**config.mk**
```make
export PLATFORM = sky130hd
export DESIGN_NAME = keypad_scan_fifo
export DESIGN_NICKNAME = d
export VERILOG_FILES = /design/src/rtl/keypad_pkg.sv /design/src/rtl/keypad_scan_fifo_sync_fifo.sv /design/src/rtl/keypad_scan_fifo.sv
export SDC_FILE = /design/constraint.sdc
export NUM_CORES = 1
export LEC_CHECK = 0
export CAP_MARGIN = 20
export CORE_MARGIN = 2
export CORE_UTILIZATION = 60
export CTS_CLUSTER_DIAMETER = 120
export DETAILED_ROUTE_END_ITERATION = 10
export GPL_TIMING_DRIVEN = 1
export PLACE_DENSITY_LB_ADDON = 0.12
export SYNTH_ARGS = -nofsm -noshare
export SYNTH_HDL_FRONTEND = slang
export SYNTH_SLANG_ARGS = --single-unit
```
**constraint.sdc**
```tcl
create_clock -name clk -period 5.2 [get_ports clk]
set_clock_uncertainty 0.2 [all_clocks]
set_input_delay 1.3 -clock clk [delete_from_list [all_inputs] [get_ports clk]]
set_output_delay 1.3 -clock clk [all_outputs]
set_load 0.01 [all_outputs]
```
**src/rtl/keypad_pkg.sv**
```systemverilog
// Shared types and helpers for the keypad scanner: scan FSM states, the
// frame-candidate encoding with its NONE value, and a clog2-style width function.
package keypad_pkg;

  typedef enum logic [1:0] {
    IDLE = 2'd0,
    SCAN = 2'd1,
    EVAL = 2'd2
  } scan_state_e;

  // Wide enough for the largest supported 8x8 matrix.
  localparam int MAX_CODE_W = 6;

  typedef struct packed {
    logic                  valid;
    logic [MAX_CODE_W-1:0] code;
  } cand_t;

  localparam cand_t CAND_NONE = '{valid: 1'b0, code: 6'd0};

  function automatic int clog2_w(input int n);
    int w;
    w = 1;
    while ((1 << w) < n) begin
      w = w + 1;
    end
    return w;
  endfunction

endpackage

```
**src/rtl/keypad_scan_fifo_sync_fifo.sv**
```systemverilog
// Shift-register FIFO with a registered first-word-fall-through head,
// registered count/full/empty. Simultaneous push and pop is legal when full.
module sync_fifo
  import keypad_pkg::*;
#(
  parameter int  WIDTH = 4,
  parameter int  DEPTH = 4,
  localparam int AW    = clog2_w(DEPTH),
  localparam int CNT_W = AW + 1
) (
  input  logic             clk,
  input  logic             reset,
  input  logic             wr_en,
  input  logic [WIDTH-1:0] wr_data,
  input  logic             rd_en,
  output logic [WIDTH-1:0] rd_data,
  output logic             empty,
  output logic             full,
  output logic [CNT_W-1:0] count
);

  logic [WIDTH-1:0] mem_r   [DEPTH];
  logic [WIDTH-1:0] mem_n_s [DEPTH];
  logic [CNT_W-1:0] count_r, count_n_s;
  logic             valid_r, full_r;
  logic             do_pop_s, do_push_s;
  logic [AW-1:0]    wr_idx_s;

  // Next storage contents: shift toward the head on pop, write at the tail on push.
  always_comb begin
    do_pop_s  = rd_en & valid_r;
    do_push_s = wr_en & (~full_r | do_pop_s);
    if (do_pop_s) begin
      wr_idx_s = AW'(count_r - CNT_W'(1));
    end else begin
      wr_idx_s = AW'(count_r);
    end
    for (int i = 0; i < DEPTH; i++) begin
      if (do_push_s && (wr_idx_s == AW'(i))) begin
        mem_n_s[i] = wr_data;
      end else if (do_pop_s) begin
        mem_n_s[i] = (i < DEPTH - 1) ? mem_r[(i + 1) % DEPTH] : '0;
      end else begin
        mem_n_s[i] = mem_r[i];
      end
    end
    case ({do_push_s, do_pop_s})
      2'b10:   count_n_s = count_r + CNT_W'(1);
      2'b01:   count_n_s = count_r - CNT_W'(1);
      default: count_n_s = count_r;
    endcase
  end

  // Storage and status registers.
  always_ff @(posedge clk or posedge reset) begin
    if (reset) begin
      for (int i = 0; i < DEPTH; i++) begin
        mem_r[i] <= '0;
      end
      count_r <= '0;
      valid_r <= 1'b0;
      full_r  <= 1'b0;
    end else begin
      for (int i = 0; i < DEPTH; i++) begin
        mem_r[i] <= mem_n_s[i];
      end
      count_r <= count_n_s;
      valid_r <= (count_n_s != '0);
      full_r  <= (count_n_s == CNT_W'(DEPTH));
    end
  end

  assign rd_data = mem_r[0];
  assign empty   = ~valid_r;
  assign full    = full_r;
  assign count   = count_r;

endmodule

```
**src/rtl/keypad_scan_fifo.sv**
```systemverilog
// Matrix keypad scanner with synchroniser, frame debounce and key-code FIFO.
// Optional auto-repeat of a held key is built when KEY_REPEAT_EN is defined.
module keypad_scan_fifo
  import keypad_pkg::*;
#(
  parameter int  ROWS          = 4,
  parameter int  COLS          = 4,
  parameter int  SCAN_DIV      = 1000,
  parameter int  DEBOUNCE      = 3,
  parameter int  FIFO_DEPTH    = 4,
  parameter int  REPEAT_FRAMES = 32,
  localparam int CODE_W        = clog2_w(ROWS * COLS),
  localparam int CNT_W         = clog2_w(FIFO_DEPTH) + 1
) (
  input  logic              clk,
  input  logic              reset,
  input  logic              en,
  input  logic [COLS-1:0]   col_in,
  output logic [ROWS-1:0]   row_drive,
  output logic [CODE_W-1:0] key_code,
  output logic              key_valid,
  input  logic              key_ready,
  output logic [CNT_W-1:0]  fifo_count,
  output logic              overflow,
  input  logic              clr_overflow
);

  localparam int ROW_W = clog2_w(ROWS);
  localparam int COL_W = clog2_w(COLS);
  localparam int DIV_W = clog2_w(SCAN_DIV);

  scan_state_e     state_r, state_n_s;
  logic [ROW_W-1:0] row_r, row_n_s;
  logic [DIV_W-1:0] div_r, div_n_s;
  logic [ROWS-1:0]  row_drive_r;
  logic             sample_s;
  logic [COLS-1:0]  col_meta_r, col_sync_r;
  logic             hit_s;
  logic [COL_W-1:0] hit_col_s;
  cand_t            frame_cand_r, frame_cand_n_s, last_cand_r;
  logic [3:0]       stable_cnt_r, stable_cnt_n_s;
  logic             same_s, stable_s, accept_s;
  logic             reported_r, reported_n_s;
  logic             rep_s, push_s, drop_s;
  logic             fifo_empty_s, fifo_full_s, key_valid_s;
  logic             overflow_r;

  // Scan FSM next state: walk rows, sample on the last cycle of each slot.
  always_comb begin
    state_n_s = state_r;
    row_n_s   = row_r;
    div_n_s   = div_r;
    sample_s  = 1'b0;
    if (!en) begin
      state_n_s = IDLE;
      row_n_s   = '0;
      div_n_s   = '0;
    end else begin
      case (state_r)
        IDLE: begin
          state_n_s = SCAN;
          row_n_s   = '0;
          div_n_s   = '0;
        end
        SCAN: begin
          if (div_r == DIV_W'(SCAN_DIV - 1)) begin
            sample_s = 1'b1;
            div_n_s  = '0;
            if (row_r == ROW_W'(ROWS - 1)) begin
              state_n_s = EVAL;
              row_n_s   = '0;
            end else begin
              row_n_s = row_r + ROW_W'(1);
            end
          end else begin
            div_n_s = div_r + DIV_W'(1);
          end
        end
        EVAL: begin
          state_n_s = SCAN;
          row_n_s   = '0;
          div_n_s   = '0;
        end
        default: begin
          state_n_s = IDLE;
          row_n_s   = '0;
          div_n_s   = '0;
        end
      endcase
    end
  end

  // Scan state and registered one-hot row drive aligned with the slot counter.
  always_ff @(posedge clk or posedge reset) begin
    if (reset) begin
      state_r     <= IDLE;
      row_r       <= '0;
      div_r       <= '0;
      row_drive_r <= '0;
    end else begin
      state_r     <= state_n_s;
      row_r       <= row_n_s;
      div_r       <= div_n_s;
      row_drive_r <= (state_n_s == SCAN) ? ({{(ROWS-1){1'b0}}, 1'b1} << row_n_s) : '0;
    end
  end

  // Two-flop synchroniser for the asynchronous column returns.
  always_ff @(posedge clk or posedge reset) begin
    if (reset) begin
      col_meta_r <= '0;
      col_sync_r <= '0;
    end else begin
      col_meta_r <= col_in;
      col_sync_r <= col_meta_r;
    end
  end

  // Frame candidate: rows arrive in ascending order, so the first hit is the lowest code.
  always_comb begin
    hit_s     = |col_sync_r;
    hit_col_s = '0;
    for (int c = COLS - 1; c >= 0; c--) begin
      hit_col_s = col_sync_r[c] ? COL_W'(c) : hit_col_s;
    end
    if (state_r != SCAN) begin
      frame_cand_n_s = CAND_NONE;
    end else if (sample_s && hit_s && !frame_cand_r.valid) begin
      frame_cand_n_s.valid = 1'b1;
      frame_cand_n_s.code  = MAX_CODE_W'(int'(row_r) * COLS + int'(hit_col_s));
    end else begin
      frame_cand_n_s = frame_cand_r;
    end
  end

  // Debounce decision for the frame just completed.
  always_comb begin
    same_s = (frame_cand_r == last_cand_r);
    if (!same_s) begin
      stable_cnt_n_s = 4'd1;
    end else if (stable_cnt_r == 4'd15) begin
      stable_cnt_n_s = 4'd15;
    end else begin
      stable_cnt_n_s = stable_cnt_r + 4'd1;
    end
    stable_s = (stable_cnt_n_s >= 4'(DEBOUNCE));
    accept_s = (state_r == EVAL) && frame_cand_r.valid && stable_s && !reported_r;
    if (accept_s) begin
      reported_n_s = 1'b1;
    end else if (!frame_cand_r.valid && stable_s) begin
      reported_n_s = 1'b0;
    end else begin
      reported_n_s = reported_r;
    end
  end

  // Debounce state: updated once per frame, cleared whenever scanning is idle.
  always_ff @(posedge clk or posedge reset) begin
    if (reset) begin
      frame_cand_r <= CAND_NONE;
      last_cand_r  <= CAND_NONE;
      stable_cnt_r <= 4'd0;
      reported_r   <= 1'b0;
    end else begin
      frame_cand_r <= frame_cand_n_s;
      if (state_r == IDLE) begin
        last_cand_r  <= CAND_NONE;
        stable_cnt_r <= 4'd0;
        reported_r   <= 1'b0;
      end else if (state_r == EVAL) begin
        last_cand_r  <= frame_cand_r;
        stable_cnt_r <= stable_cnt_n_s;
        reported_r   <= reported_n_s;
      end else begin
        last_cand_r  <= last_cand_r;
        stable_cnt_r <= stable_cnt_r;
        reported_r   <= reported_r;
      end
    end
  end

`ifdef KEY_REPEAT_EN
  localparam int RPT_W = clog2_w(REPEAT_FRAMES);
  logic [RPT_W-1:0] rep_cnt_r;
  logic             rep_active_r;

  // Repeat fires after REPEAT_FRAMES further stable frames of the accepted key.
  always_comb begin
    rep_s = (state_r == EVAL) && rep_active_r && same_s &&
            (rep_cnt_r == RPT_W'(REPEAT_FRAMES - 1));
  end

  // Repeat counter; any candidate change ends the repeat run.
  always_ff @(posedge clk or posedge reset) begin
    if (reset) begin
      rep_cnt_r    <= '0;
      rep_active_r <= 1'b0;
    end else if (state_r == IDLE) begin
      rep_cnt_r    <= '0;
      rep_active_r <= 1'b0;
    end else if (state_r == EVAL) begin
      if (accept_s || rep_s) begin
        rep_cnt_r    <= '0;
        rep_active_r <= 1'b1;
      end else if (!same_s) begin
        rep_cnt_r    <= '0;
        rep_active_r <= 1'b0;
      end else begin
        rep_cnt_r    <= rep_cnt_r + RPT_W'(1);
        rep_active_r <= rep_active_r;
      end
    end else begin
      rep_cnt_r    <= rep_cnt_r;
      rep_active_r <= rep_active_r;
    end
  end
`else
  assign rep_s = 1'b0;
`endif

  assign push_s = accept_s | rep_s;

  sync_fifo #(
    .WIDTH (CODE_W),
    .DEPTH (FIFO_DEPTH)
  ) u_fifo (
    .clk     (clk),
    .reset   (reset),
    .wr_en   (push_s),
    .wr_data (frame_cand_r.code[CODE_W-1:0]),
    .rd_en   (key_ready),
    .rd_data (key_code),
    .empty   (fifo_empty_s),
    .full    (fifo_full_s),
    .count   (fifo_count)
  );

  assign key_valid_s = ~fifo_empty_s;
  assign drop_s      = push_s & fifo_full_s & ~(key_ready & key_valid_s);

  // Sticky overflow; a dropped push outranks a same-cycle clear.
  always_ff @(posedge clk or posedge reset) begin
    if (reset) begin
      overflow_r <= 1'b0;
    end else if (drop_s) begin
      overflow_r <= 1'b1;
    end else if (clr_overflow) begin
      overflow_r <= 1'b0;
    end else begin
      overflow_r <= overflow_r;
    end
  end

  assign row_drive = row_drive_r;
  assign key_valid = key_valid_s;
  assign overflow  = overflow_r;

endmodule

```
# Word level (Yosys, flattened, before mapping)

Index checks and enable logic that the tools add are counted.

Input port bits: 9
Bits in registers: 67
Output and inout bits: 13
Logic and storage cells: 118

Order comparisons: 1
Bitwise logic cells: 7
Shifts and indexed selects: 1
Mux-type cells: 43
$add $sub $neg: 6
Equal/unequal tests: 14
Reduce and logical (&&, ||, !) cells: 26

Operators with widths:

| operator              | number |
|---|---|
| $mux 4                | 13 |
| $mux 10               | 3 |
| $mux 7                | 4 |
| $mux 2                | 12 |
| $reduce_bool 2->1     | 7 |
| $add 10x1->10 const B | 1 |
| $eq 10x10->1 const B  | 1 |
| $eq 2x2->1 const B    | 5 |
| $logic_and 1x1->1     | 10 |
| $mux 1                | 9 |
| $eq 2x1->1 const B    | 4 |
| $eq 7x7->1            | 1 |
| $pmux 3 s2            | 1 |
| $reduce_bool 3->1     | 2 |
| $add 4x2->5           | 1 |
| $add 4x1->4 const B   | 1 |
| $and 1x1->1           | 4 |
| $eq 4x4->1 const B    | 1 |
| $ge 4x2->1 const B    | 1 |
| $logic_not 2->1       | 2 |
| $pmux 2 s2            | 1 |
| $reduce_or 4->1       | 1 |
| $shl 1x2->4 const A   | 1 |
| $add 3x1->3 const B   | 1 |
| 9 further kinds       | 11 |

# Depth between registers and ports, before layout

Gate-level depths: netlist (run 1).

Depth in word-level cells: 10
Depth in mapped cells: 10
Gate-level depth less buffers: 10

# By module

From an unflattened synthesis (run 1), not the netlist that was laid out.

Cell total of the unflattened synthesis: 317
Area, all modules: 3,165.5 µm²

Modules (own cells, without submodules):

| module           | cells an instance | seq. area each (µm²) | area an instance (µm²) | instances |
|---|---|---|---|---|
| keypad_scan_fifo | 192               | 1,051.0              | 1,930.6                | 1 |
| sync_fifo        | 125               | 525.5                | 1,234.9                | 1 |

# Least setup slack after synthesis (run 1)

OpenSTA, ideal clock, no wires.

Kind: input port to flip-flop
Start: input key_ready
End: register u_fifo.valid_r
Required time: 4,873 ps
Path buffers: 1
Setup time: 127 ps
Slack: 1,749 ps
Cell stages on the path: 7
Arrival time: 3,123 ps
Path through: nand2_1 clkbuf_1 ha_1 nor2_1 mux2_2 a221o_1 or2_2

Longest elaborated chain between the ends: 6
Elaborated cells between the ends (all ways): 7
Classes of those cells: eq/ne (2); mux (1); bitwise (3); reduce/logical (1)

RTL lines:

| element                                  | line                             | text |
|---|---|---|
| from (decl)                              | keypad_scan_fifo.sv:22           | `input logic key_ready,` |
| $and 1x1->1 (*)                          | keypad_scan_fifo_sync_fifo.sv:31 | `do_pop_s = rd_en & valid_r;` |
| $or 1x1->1                               | keypad_scan_fifo_sync_fifo.sv:32 | `do_push_s = wr_en & (~full_r \| do_pop_s);` |
| $and 1x1->1                              | keypad_scan_fifo_sync_fifo.sv:32 |  |
| $eq 2x1->1 or $eq 2x2->1 (tied branches) | keypad_scan_fifo_sync_fifo.sv:47 | `case ({do_push_s, do_pop_s})` |
| $pmux 3 s2 (*)                           | keypad_scan_fifo_sync_fifo.sv:47 |  |
| net u_fifo.count_n_s[2]                  | keypad_scan_fifo_sync_fifo.sv:24 | `logic [CNT_W-1:0] count_r, count_n_s;` |
| $reduce_bool 3->1 (*)                    | keypad_scan_fifo_sync_fifo.sv:68 | `valid_r <= (count_n_s != '0);` |
| to (signal assigned)                     | keypad_scan_fifo_sync_fifo.sv:68 |  |
| to (decl)                                | keypad_scan_fifo_sync_fifo.sv:25 | `logic valid_r, full_r;` |

The timed path passes the listed nets; every way through them passes the cells marked *.
A chain may end at the register's enable or synchronous reset.

# Worst setup path after layout (run 1)

Start: register stable_cnt_r[0]
End: register u_fifo.valid_r

Longest elaborated chain between the ends: 10
Elaborated cells between the ends (all ways): 12
Classes of those cells: add/sub (1); order compare (1); eq/ne (3); mux (3); bitwise (1); reduce/logical (3)

RTL lines:

| element                                   | line                                             | text |
|---|---|---|
| from (decl)                               | keypad_scan_fifo.sv:41                           | `logic [3:0] stable_cnt_r, stable_cnt_n_s;` |
| from (signal assigned)                    | keypad_scan_fifo.sv:172                          | `stable_cnt_r <= stable_cnt_n_s;` |
| from (signal assigned)                    | keypad_scan_fifo.sv:176                          | `stable_cnt_r <= stable_cnt_r;` |
| $add 4x1->4 or $eq 4x4->1 (tied branches) | keypad_scan_fifo.sv:144, keypad_scan_fifo.sv:141 |  |
| $mux 4 (*)                                | keypad_scan_fifo.sv:141                          | `end else if (stable_cnt_r == 4'd15) begin` |
| $mux 4 (*)                                | keypad_scan_fifo.sv:139                          | `if (!same_s) begin` |
| $ge 4x2->1 (*)                            | keypad_scan_fifo.sv:146                          | `stable_s = (stable_cnt_n_s >= 4'(DEBOUNCE));` |
| $logic_and 1x1->1 (*) (2 in a row)        | keypad_scan_fifo.sv:147                          | `accept_s = (state_r == EVAL) && frame_cand_r.valid && stable_s && !reported_r;` |
| $and 1x1->1 (*)                           | keypad_scan_fifo_sync_fifo.sv:32                 |  |
| $eq 2x1->1 or $eq 2x2->1 (tied branches)  | keypad_scan_fifo_sync_fifo.sv:47                 |  |
| $pmux 3 s2 (*)                            | keypad_scan_fifo_sync_fifo.sv:47                 |  |
| net u_fifo.count_n_s[2]                   | keypad_scan_fifo_sync_fifo.sv:24                 |  |
| $reduce_bool 3->1 (*)                     | keypad_scan_fifo_sync_fifo.sv:68                 |  |

Marks and branches as above.

==> flow_metrics.py, run 1 <==
metrics = {
    "placed_design": {
        "place_hpwl_mm": 3.781,
        "io_buffer_count": 21,
        "gp_congestion": 0.8736,
        "dpl.cell_count": 362,
    },
    "clock_tree": {
        "clk_path_buf_depth": 2,
        "hold_buffers": 0,
        "htreeDepth": 3,
        "cts_tree": "yes",
        "cts_root_buf": "clkbuf_8",
        "insertion_delay_ns": 0.34,
        "postCtsSetupRepairBufs": 0,
        "clock_sinks": 63,
        "cts_resized": 0,
        "cts_buffers": 9,
        "clk_pin_slew_worst_paths_ns": 0.07,
    },
    "timing": {
        "finalCritPeriodShare_pct": 68.73,
        "slew_violations": 0,
        "worstMarginPinSlew_ns": 0.7333,
        "setup_viol": 0,
        "rsz0062_at_grt": "false",
        "hold_violations": 0,
        "max_slew_margin_pct": 51.04,
        "tns_ns": 0,
        "finalCriticalPeriod_ns": 3.574,
        "fmax_ghz": 0.2798,
    },
    "yosys": {
        "synth.top_cell.area_share_pct": 51.34,
        "synth_cell_types": 56,
        "postSynthAreaPerCell_um2": 10.89,
        "synthTopCellsByCount": "dfrtp_1, mux2i_1, nand2_1",
        "synth_area_leader_cell": "dfrtp_1",
        "synth_seq_cells": 63,
        "synth.area.top_cells": "dfrtp_1, mux2i_1, ha_1",
        "async_flop_share_pct": 100.0,
        "yosys_warnings": 0,
        "netlist_area_um2": 3070,
        "ys_seq_area_share_pct": 51.34,
        "synth_edf_count": 0,
        "syn-instance-count": 282,
        "ys.flop_type": "dfrtp_1",
        "post-synth-top-count-cell": "dfrtp_1",
        "syn_nets": 299,
    },
    "pwr": {
        "p_per_area_nw_per_um2": 279.0,
        "vdd_ir_drop_max_mv": 0.3016,
        "p_leak_uw": 0.001638,
    },
    "cells_and_area": {
        "layoutNonFillerInstCount": 378,
        "drive_above_1_share_pct": 10.71,
        "syn_to_final_growth_pct": 15.00,
        "nets": 320,
        "diodes": 0,
    },
    "global_routing": {
        "grt-ovfl-total": 0,
        "antenna_found_initial": 0,
        "grt_use_total_pct": 22.72,
        "grt_pass1_wl_mm": 9.563,
        "grt_max_degree": 37,
        "grt_pass1_vias": 2041,
    },
    "route": {
        "drcViolationCount": 0,
        "post_drt_via_cell_ratio": 5.635,
        "drtAntennaViolNets": 0,
        "firstDrtPassIters": 4,
        "vias": 2130,
        "routed_wl_mm": 5.601,
        "wl_per_cell_um": 14.82,
        "drt_iter0_markers": 176,
    },
    "floorplanning": {
        "core_um2": 5010,
        "die_x_um": 75.54,
        "io_pins": 22,
        "initial_core_util_pct": 61.29,
        "placementRows": 26,
        "die-area_um2": 5706,
        "die_y_um": 75.54,
    },
    "critical_path": {
        "crit_path_max_fanout": 7,
        "required_ns": 5.23,
        "worstPathArrival_ns": 3.60,
        "path_cells": "ha_1, a21bo_2, a2111o_1, and3_1, and3_1, ha_1, nor2_1, mux2_2, a221o_1, or2_2",
        "criticalPathCategory": "flop to flop",
        "slowest_delay_ns": 0.47,
        "worstSetupEndpointType": "flop",
        "crit_family": "compound AO/OA/AOI/OAI gates",
        "startpoint_type": "flop",
        "crit_buf_inv": 0,
        "critPathSlowestCell": "a2111o_1",
    },
    "flow_run": {
        "maxCapViolations": 0,
    },
    "min_path": {
        "hp-class": "flop to flop",
    },
    "status": {
        "status": "finished clean",
    },
}
==> area by class of cell <==
class	count	area, um2
Inverter	12	45.04
Clock buffer	10	127.6
Tap cell	70	87.58
Multi-Input combinational cell	194	1384
Timing Repair Buffer	23	225.2
Clock inverter	6	85.08
Sequential cell	63	1577
Fill cell	389	1479
==> path summary, 6_finish.rpt <==
| path | start | endpoint | slack [ns] | cells past startpoint |
|---|---|---|---|---|
| worst max-delay path | stable_cnt_r[0]$_DFFE_PP0N_ | u_fifo.valid_r$_DFF_PP0_ | 1.63 | 10 |
| worst min-delay path | col_meta_r[1]$_DFF_PP0_ | col_sync_r[1]$_DFF_PP0_ | 0.15 | 0 |
| worst max register to register | stable_cnt_r[0]$_DFFE_PP0N_ | u_fifo.valid_r$_DFF_PP0_ | 1.63 | 10 |
| worst min register to register | col_meta_r[1]$_DFF_PP0_ | col_sync_r[1]$_DFF_PP0_ | 0.15 | 0 |
| max in group asynchronous | reset | col_sync_r[0]$_DFF_PP0_ | 2.76 | 3 |
| min in group asynchronous | reset | u_fifo.mem_r[3]$_DFFE_PP0P_ | 1.20 | 2 |
==> where the power goes <==
group	switching, uW	internal (uW)	total, uW
registers	4.87	495	499
logic	16.5	9.29	25.8
clock network	192	268	460
total	213	772	985
==> cells in the final DEF (no fill, tap or decap), drive strengths merged, types with 4 or more instances in the layout <==
| master | count |
|---|---|
| dfrtp | 63 |
| mux2i | 30 |
| nand2 | 24 |
| clkdlybuf4s50 | 21 |
| nor2 | 17 |
| inv | 12 |
| o21ai | 10 |
| nand3 | 10 |
| clkbuf | 10 |
| xnor2 | 8 |
| ha | 8 |
| a21oi | 8 |
| nand4 | 8 |
| nor3 | 7 |
| nor2b | 6 |
| o31ai | 5 |
| xor2 | 5 |
| and2 | 4 |
| and3 | 4 |
==> stage by stage <==
step	power [uW]	hold slack (ns)	utilization (%)	worst slack, ns	cell area (um2)
after floorplan	521.5	0.1312	-	1.749	3070
after global placement	534.0	0.1340	66.23	1.342	3318
after detailed placement	534.8	0.1347	66.23	1.292	3318
after CTS	996.2	0.1494	70.48	1.619	3531
after global routing	1021	0.1554	70.48	1.418	3531
final	985.0	0.1488	70.48	1.626	3531
==> sequential cells by signal, indices dropped and copies added, names as in the netlist, 2 cells and up <==
name            cells
u_fifo.rd_data      4
row_r               2
u_fifo.count        3
row_drive           4
div_r              10
stable_cnt_r        4
col_sync_r          4
last_cand_r         5
col_meta_r          4
u_fifo.mem_r       12
frame_cand_r        5
state_r             2
==> kinds of logic after synthesis <==
| kind of cell | synth area share (%) |
|---|---|
| adder cells (fa/ha/maj) | 3.260 |
| AND/OR/NAND/NOR | 18.38 |
| flip-flops | 51.34 |
| AO/OA/AOI/OAI | 9.210 |
| multiplexers | 10.51 |
| buffers and inverters | 3.586 |
| XOR/XNOR | 3.708 |
==> metal layers <==
metal	vias up	global-route usage [%]	part of all wire [%]
li1	1052	-	-
met5	-	0	0
met3	12	4.894	2.9
met4	0	12.09	2.0
met2	35	31.79	47
met1	1031	33.16	48
No activity file was read; power rests on OpenSTA's default activity.
==> run 2: changes to the inputs <==
- CORE_UTILIZATION: 60 -> 52
- clock period: 5.2 -> 2.9 ns (I/O delays scaled with it)
==> flow_metrics.py, run 2 (synthesis results as in run 1) <==
metrics = {
    "cells_and_area": {
        "largest_reg_flops": 12,
        "largestRegisters": "u_fifo.mem_r (12), div_r (10)",
        "final_common_cell": "dfrtp_1",
        "final_util_pct": 66.82,
        "final_cell_mix": "dfrtp_1, mux2i_1, nand2_1",
        "regMostFlops": "u_fifo.mem_r",
        "n_fill_cell": 463,
        "syn_to_final_growth_pct": 22.05,
        "nets": 340,
        "diodes": 0,
        "drive_above_1_share_pct": 17.99,
    },
    "route": {
        "drcViolationCount": 0,
        "drtAntennaViolNets": 0,
        "post_drt_via_cell_ratio": 5.425,
        "drt_iter0_markers": 153,
        "wl_per_cell_um": 13.90,
        "vias": 2170,
        "routed_wl_mm": 5.560,
        "firstDrtPassIters": 4,
    },
    "pwr": {
        "vdd_ir_drop_max_mv": 0.3713,
        "p_leak_uw": 0.001739,
        "p_per_area_nw_per_um2": 471.2,
        "power_uw": 1766,
    },
    "clock_tree": {
        "hold_buffers": 0,
        "clk_path_buf_depth": 2,
        "cts_buffers": 9,
        "clk_pin_slew_worst_paths_ns": 0.07,
        "clock_sinks": 63,
        "cts_root_buf": "clkbuf_8",
        "insertion_delay_ns": 0.34,
        "htreeDepth": 3,
        "cts_tree": "yes",
    },
    "floorplanning": {
        "initial_core_util_pct": 54.75,
        "io_pins": 22,
        "die_x_um": 80.84,
        "placementRows": 27,
        "core_um2": 5608,
        "die-area_um2": 6535,
        "die_y_um": 80.84,
    },
    "timing": {
        "finalCritPeriodShare_pct": 100.0,
        "fmax_ghz": 0.3448,
        "max_slew_margin_pct": 55.56,
        "setup_viol": 1,
        "slew_violations": 0,
        "rsz0062_at_grt": "true",
        "worstMarginPinSlew_ns": 0.6498,
        "tns_ns": -0.0004248,
        "holdWs_ns": 0.1474,
        "layout_setup_ws_ns": -0.0004248,
        "finalCriticalPeriod_ns": 2.900,
        "hold_violations": 0,
    },
    "critical_path": {
        "worstSetupEndpointType": "flop",
        "criticalPathCategory": "flop to flop",
        "r2r_cells": 10,
        "worstPathArrival_ns": 2.93,
        "crit_path_max_fanout": 4,
        "startpoint_type": "flop",
        "required_ns": 2.93,
    },
    "placed_design": {
        "pre_cts_ws_ns": -0.09109,
        "gp_congestion": 0.8059,
        "io_buffer_count": 21,
        "place_hpwl_mm": 3.880,
    },
    "global_routing": {
        "grt_use_total_pct": 19.68,
        "antenna_found_initial": 0,
        "grt_pass1_vias": 2162,
        "grt_pass1_wl_mm": 9.784,
        "grt-ovfl-total": 0,
        "grt_max_degree": 64,
    },
    "status": {
        "violations": "setup timing",
        "status": "finished, violations left",
    },
    "min_path": {
        "hp-class": "flop to flop",
        "hold_depth": 0,
    },
    "flow_run": {
        "maxCapViolations": 0,
    },
}
-- run 2: final timing paths --
kind                                        startpoint                           to  slack, ns
setup / recovery           stable_cnt_r[0]$_DFFE_PP0N_     u_fifo.valid_r$_DFF_PP0_    -0.0004
hold / removal                 col_meta_r[0]$_DFF_PP0_      col_sync_r[0]$_DFF_PP0_       0.15
setup reg to reg           stable_cnt_r[0]$_DFFE_PP0N_     u_fifo.valid_r$_DFF_PP0_    -0.0004
hold reg to reg                col_meta_r[0]$_DFF_PP0_      col_sync_r[0]$_DFF_PP0_       0.15
max in group asynchronous                        reset  stable_cnt_r[0]$_DFFE_PP0N_       1.65
min in group asynchronous                        reset  u_fifo.mem_r[3]$_DFFE_PP0P_       0.55
-- run 2: layout make-up --
cell class,count,area (um2),area share (%)
flip-flops and latches,63,1578,42.10
multi-input cells,194,1434,38.26
repair buffers,43,387.9,10.35
clock buffers,10,127.6,3.406
well taps,72,90.09,2.404
clock inverters,6,85.08,2.270
inverters,12,45.04,1.202
-- run 2: what timing repair did --
action,CTS,global route
buffers inserted,2,0
hold endpoints to repair,0,0
endpoints found under the setup margin,1,2
resized for setup,0,1
-- run 2: metal layers --
| metal | global-route usage [%] | part of all wire, % | routed length (um) | vias up |
|---|---|---|---|---|
| li1 | - | - | - | 1090 |
| met1 | 26.53 | 50 | 2758 | 1041 |
| met2 | 30.00 | 45 | 2529 | 31 |
| met3 | 5.667 | 3.4 | 188 | 8 |
| met4 | 7.966 | 1.5 | 83 | 0 |
| met5 | 0 | 0 | 0 | - |
-- run 2: worst max-delay path, stage by stage (launching register included) --
cell and delay, ns:
dfrtp_2 0.44, ha_4 0.17, nor2b_1 0.13, a2111o_1 0.42, and3_4 0.16, and3_4 0.15
ha_4 0.26, nor2_2 0.04, mux2_4 0.25, a221o_1 0.34, or2_4 0.23
-- run 2: per-stage QoR --
stage / cells / instance area, um2
6_report: 400 / 3747
3_5_place_dp: 382 / 3513
4_1_cts: 400 / 3741
3_3_place_gp: 382 / 3513
5_1_grt: 400 / 3747
2_1_floorplan: 282 / 3115
-- run 2: where the power goes --
group	internal [uW]	switching, uW	total [uW]
sequential	887	4.54	891
combinational	21.2	33.4	54.6
clock	481	339	820
==> run 3: changes to the inputs <==
- CORE_UTILIZATION: 52 -> 53
- SKIP_CTS_REPAIR_TIMING: unset -> 1
- SYNTH_HIERARCHICAL: unset -> 1
- clock period: 2.9 -> 2.35 ns (I/O delays scaled with it)
==> flow_metrics.py, run 3 <==
metrics = {
    "status": {
        "status": "finished, violations left",
        "violations": "setup timing",
    },
    "yosys": {
        "ys.flop_type": "dfrtp_1",
        "synth_area_leader_cell": "dfrtp_1",
        "ys_seq_area_share_pct": 49.80,
        "synth_cell_types": 62,
        "synthAdderAreaFrac_pct": 2.767,
        "post-synth-top-count-cell": "dfrtp_1",
        "synth.area.top_cells": "dfrtp_1, nand2_1, a222oi_1",
        "synth_top_family_by_area": "simple AND/OR/NAND/NOR gates",
        "postSynthAreaPerCell_um2": 9.986,
        "synth_edf_count": 0,
        "syn-instance-count": 317,
        "async_flop_share_pct": 100.0,
        "synth_xor_area_share_pct": 3.597,
        "yosys_warnings": 6,
        "synth.top_cell.area_share_pct": 49.80,
        "synthSimpleGateAreaFrac_pct": 19.45,
        "synth-compound-area-share_pct": 17.23,
        "muxShareOfSynthArea_pct": 0.4743,
        "synth_seq_cells": 63,
        "syn_nets": 333,
        "synthTopCellsByCount": "dfrtp_1, nand2_1, inv_1",
        "netlist_area_um2": 3166,
    },
    "critical_path": {
        "r2r_slack_ns": -0.38,
        "crit_family": "simple AND/OR/NAND/NOR gates",
        "path_cells": "buf_4, a21bo_4, a2111oi_4, or3_4, nor2_4, and2_4, ha_4, or3b_1, and2_1, a32oi_1",
        "crit_start": "stable_cnt_r[0]$_DFFE_PP0N_",
        "worstSetupEndpointType": "flop",
        "crit_path_max_fanout": 6,
        "critPathSlowestCell": "dfrtp_2",
        "r2r-end": "u_fifo/full$_DFF_PP0_",
        "slowest_delay_ns": 0.43,
        "startpoint_type": "flop",
        "crit_buf_inv": 1,
        "required_ns": 2.39,
        "r2r_cells": 10,
        "criticalPathCategory": "flop to flop",
        "r2r_start": "stable_cnt_r[0]$_DFFE_PP0N_",
        "worstPathArrival_ns": 2.77,
    },
    "global_routing": {
        "use_met3_pct": 6.000,
        "met2_usage_pct": 33.11,
        "grt_max_degree": 43,
        "antenna_found_initial": 0,
        "grt_pass1_vias": 2429,
        "grt_use_total_pct": 22.08,
        "grt_most_used_layer": "met2",
        "grt.met1_usage_pct": 30.61,
        "grt_pass1_wl_mm": 11.11,
        "grt-ovfl-total": 0,
    },
    "cells_and_area": {
        "layoutNonFillerInstCount": 456,
        "drive_above_1_share_pct": 27.30,
        "final_cell_mix": "dfrtp_1, buf_4, nand2_1",
        "diodes": 0,
        "final_common_cell": "dfrtp_1",
        "largestRegisters": "u_fifo/mem_r (12), div_r (10)",
        "largest_reg_flops": 12,
        "syn_to_final_growth_pct": 29.13,
        "regMostFlops": "u_fifo/mem_r",
        "nets": 392,
    },
    "clock_tree": {
        "htreeDepth": 3,
        "cts_buffers": 9,
        "clk_path_buf_depth": 2,
        "cts_tree": "yes",
        "clk_pin_slew_worst_paths_ns": 0.07,
        "clock_sinks": 63,
        "cts_root_buf": "clkbuf_8",
        "insertion_delay_ns": 0.33,
    },
    "timing": {
        "worstMarginPinSlew_ns": 0.5166,
        "finalCritPeriodShare_pct": 116.0,
        "slew_violations": 0,
        "fmax_ghz": 0.3670,
        "max_slew_margin_pct": 65.56,
        "layout_setup_ws_ns": -0.3752,
        "setup_viol": 17,
        "finalCriticalPeriod_ns": 2.725,
        "hold_violations": 0,
        "rsz0062_at_grt": "true",
    },
    "floorplanning": {
        "core_um2": 5851,
        "placementRows": 28,
        "initial_core_util_pct": 54.11,
        "die_x_um": 81.29,
        "die-area_um2": 6607,
        "io_pins": 22,
        "die_y_um": 81.29,
    },
    "pwr": {
        "p_per_area_nw_per_um2": 844.8,
        "p_leak_uw": 0.001785,
        "vdd_ir_drop_max_mv": 0.7758,
    },
    "placed_design": {
        "io_buffer_count": 21,
        "dpl.cell_count": 436,
        "gp_congestion": 0.8133,
        "pre_cts_ws_ns": -0.4712,
        "place_hpwl_mm": 4.686,
    },
    "min_path": {
        "hold_depth": 0,
        "min_to": "col_sync_r[0]$_DFF_PP0_",
        "worstHoldStart": "col_meta_r[0]$_DFF_PP0_",
        "hp-class": "flop to flop",
    },
    "route": {
        "drt_iter0_markers": 163,
        "vias": 2584,
        "post_drt_via_cell_ratio": 5.667,
        "drcViolationCount": 0,
        "drtAntennaViolNets": 0,
        "firstDrtPassIters": 5,
        "routed_wl_mm": 6.678,
        "wl_per_cell_um": 14.64,
    },
    "flow_run": {
        "maxCapViolations": 0,
    },
}
## run 3: metrics by stage
| step | power, uW | hold slack (ns) | instance area [um2] | setup TNS [ns] | util (%) |
|---|---|---|---|---|---|
| after floorplan | 2060 | 0.1312 | 3259 | -2.462 | - |
| after global placement | 2392 | 0.1321 | 3742 | -2.768 | 63.96 |
| after detailed placement | 2433 | 0.1364 | 3742 | -3.932 | 63.96 |
| after CTS | 3361 | 0.1508 | 3940 | -4.358 | 67.34 |
| after global routing | 3643 | 0.1583 | 4088 | -4.485 | 69.87 |
| final | 3453 | 0.1482 | 4088 | -2.967 | 69.87 |
## run 3: cell type report
class / count / area, um2
multi-input cells: 207 / 1549
repair buffers: 63 / 544.3
inverters: 32 / 123.9
clock buffers: 10 / 137.6
flip-flops and latches: 63 / 1579
well taps: 75 / 93.84
fillers: 429 / 1763
clock inverters: 6 / 60.06
## run 3: worst reg2reg max path, stage by stage, from the launching register on
cell and delay (ns):
dfrtp_2 0.43, buf_4 0.17, a21bo_4 0.21, a2111oi_4 0.31, or3_4 0.20, nor2_4 0.04, and2_4 0.13, ha_4 0.27
or3b_1 0.36, and2_1 0.17, a32oi_1 0.16
## run 3: how the worst max path moves through the flow
stage | endpoint | slack, ns | cells after the start
detailed placement | u_fifo/valid_r$_DFF_PP0_ | -0.47 | 10
CTS | u_fifo/full$_DFF_PP0_ | -0.50 | 11
global placement | u_fifo/full$_DFF_PP0_ | -0.37 | 10
global route | u_fifo/full$_DFF_PP0_ | -0.46 | 10
finish | u_fifo/full$_DFF_PP0_ | -0.38 | 10
floorplan | u_fifo/full$_DFF_PP0_ | -0.71 | 13
## run 3: cell families after synthesis
| family | count (synthesis) |
|---|---|
| AO/OA/AOI/OAI | 71 |
| XOR/XNOR | 13 |
| adder cells (fa/ha/maj) | 7 |
| buffers and inverters | 47 |
| flip-flops | 63 |
| multiplexers | 1 |
| AND/OR/NAND/NOR | 115 |
## run 3: where the power goes
part	switching [uW]	leakage, uW	internal (uW)
Clock	402	0.0000981	512
Combinational	643	0.000872	560
Sequential	103	0.000815	1230
## run 3: metal layers
metal | vias up | share of wire [%]
met5 | - | 0
met4 | 0 | 1.2
met3 | 5 | 3.9
met2 | 58 | 45
met1 | 1264 | 50
li1 | 1257 | -
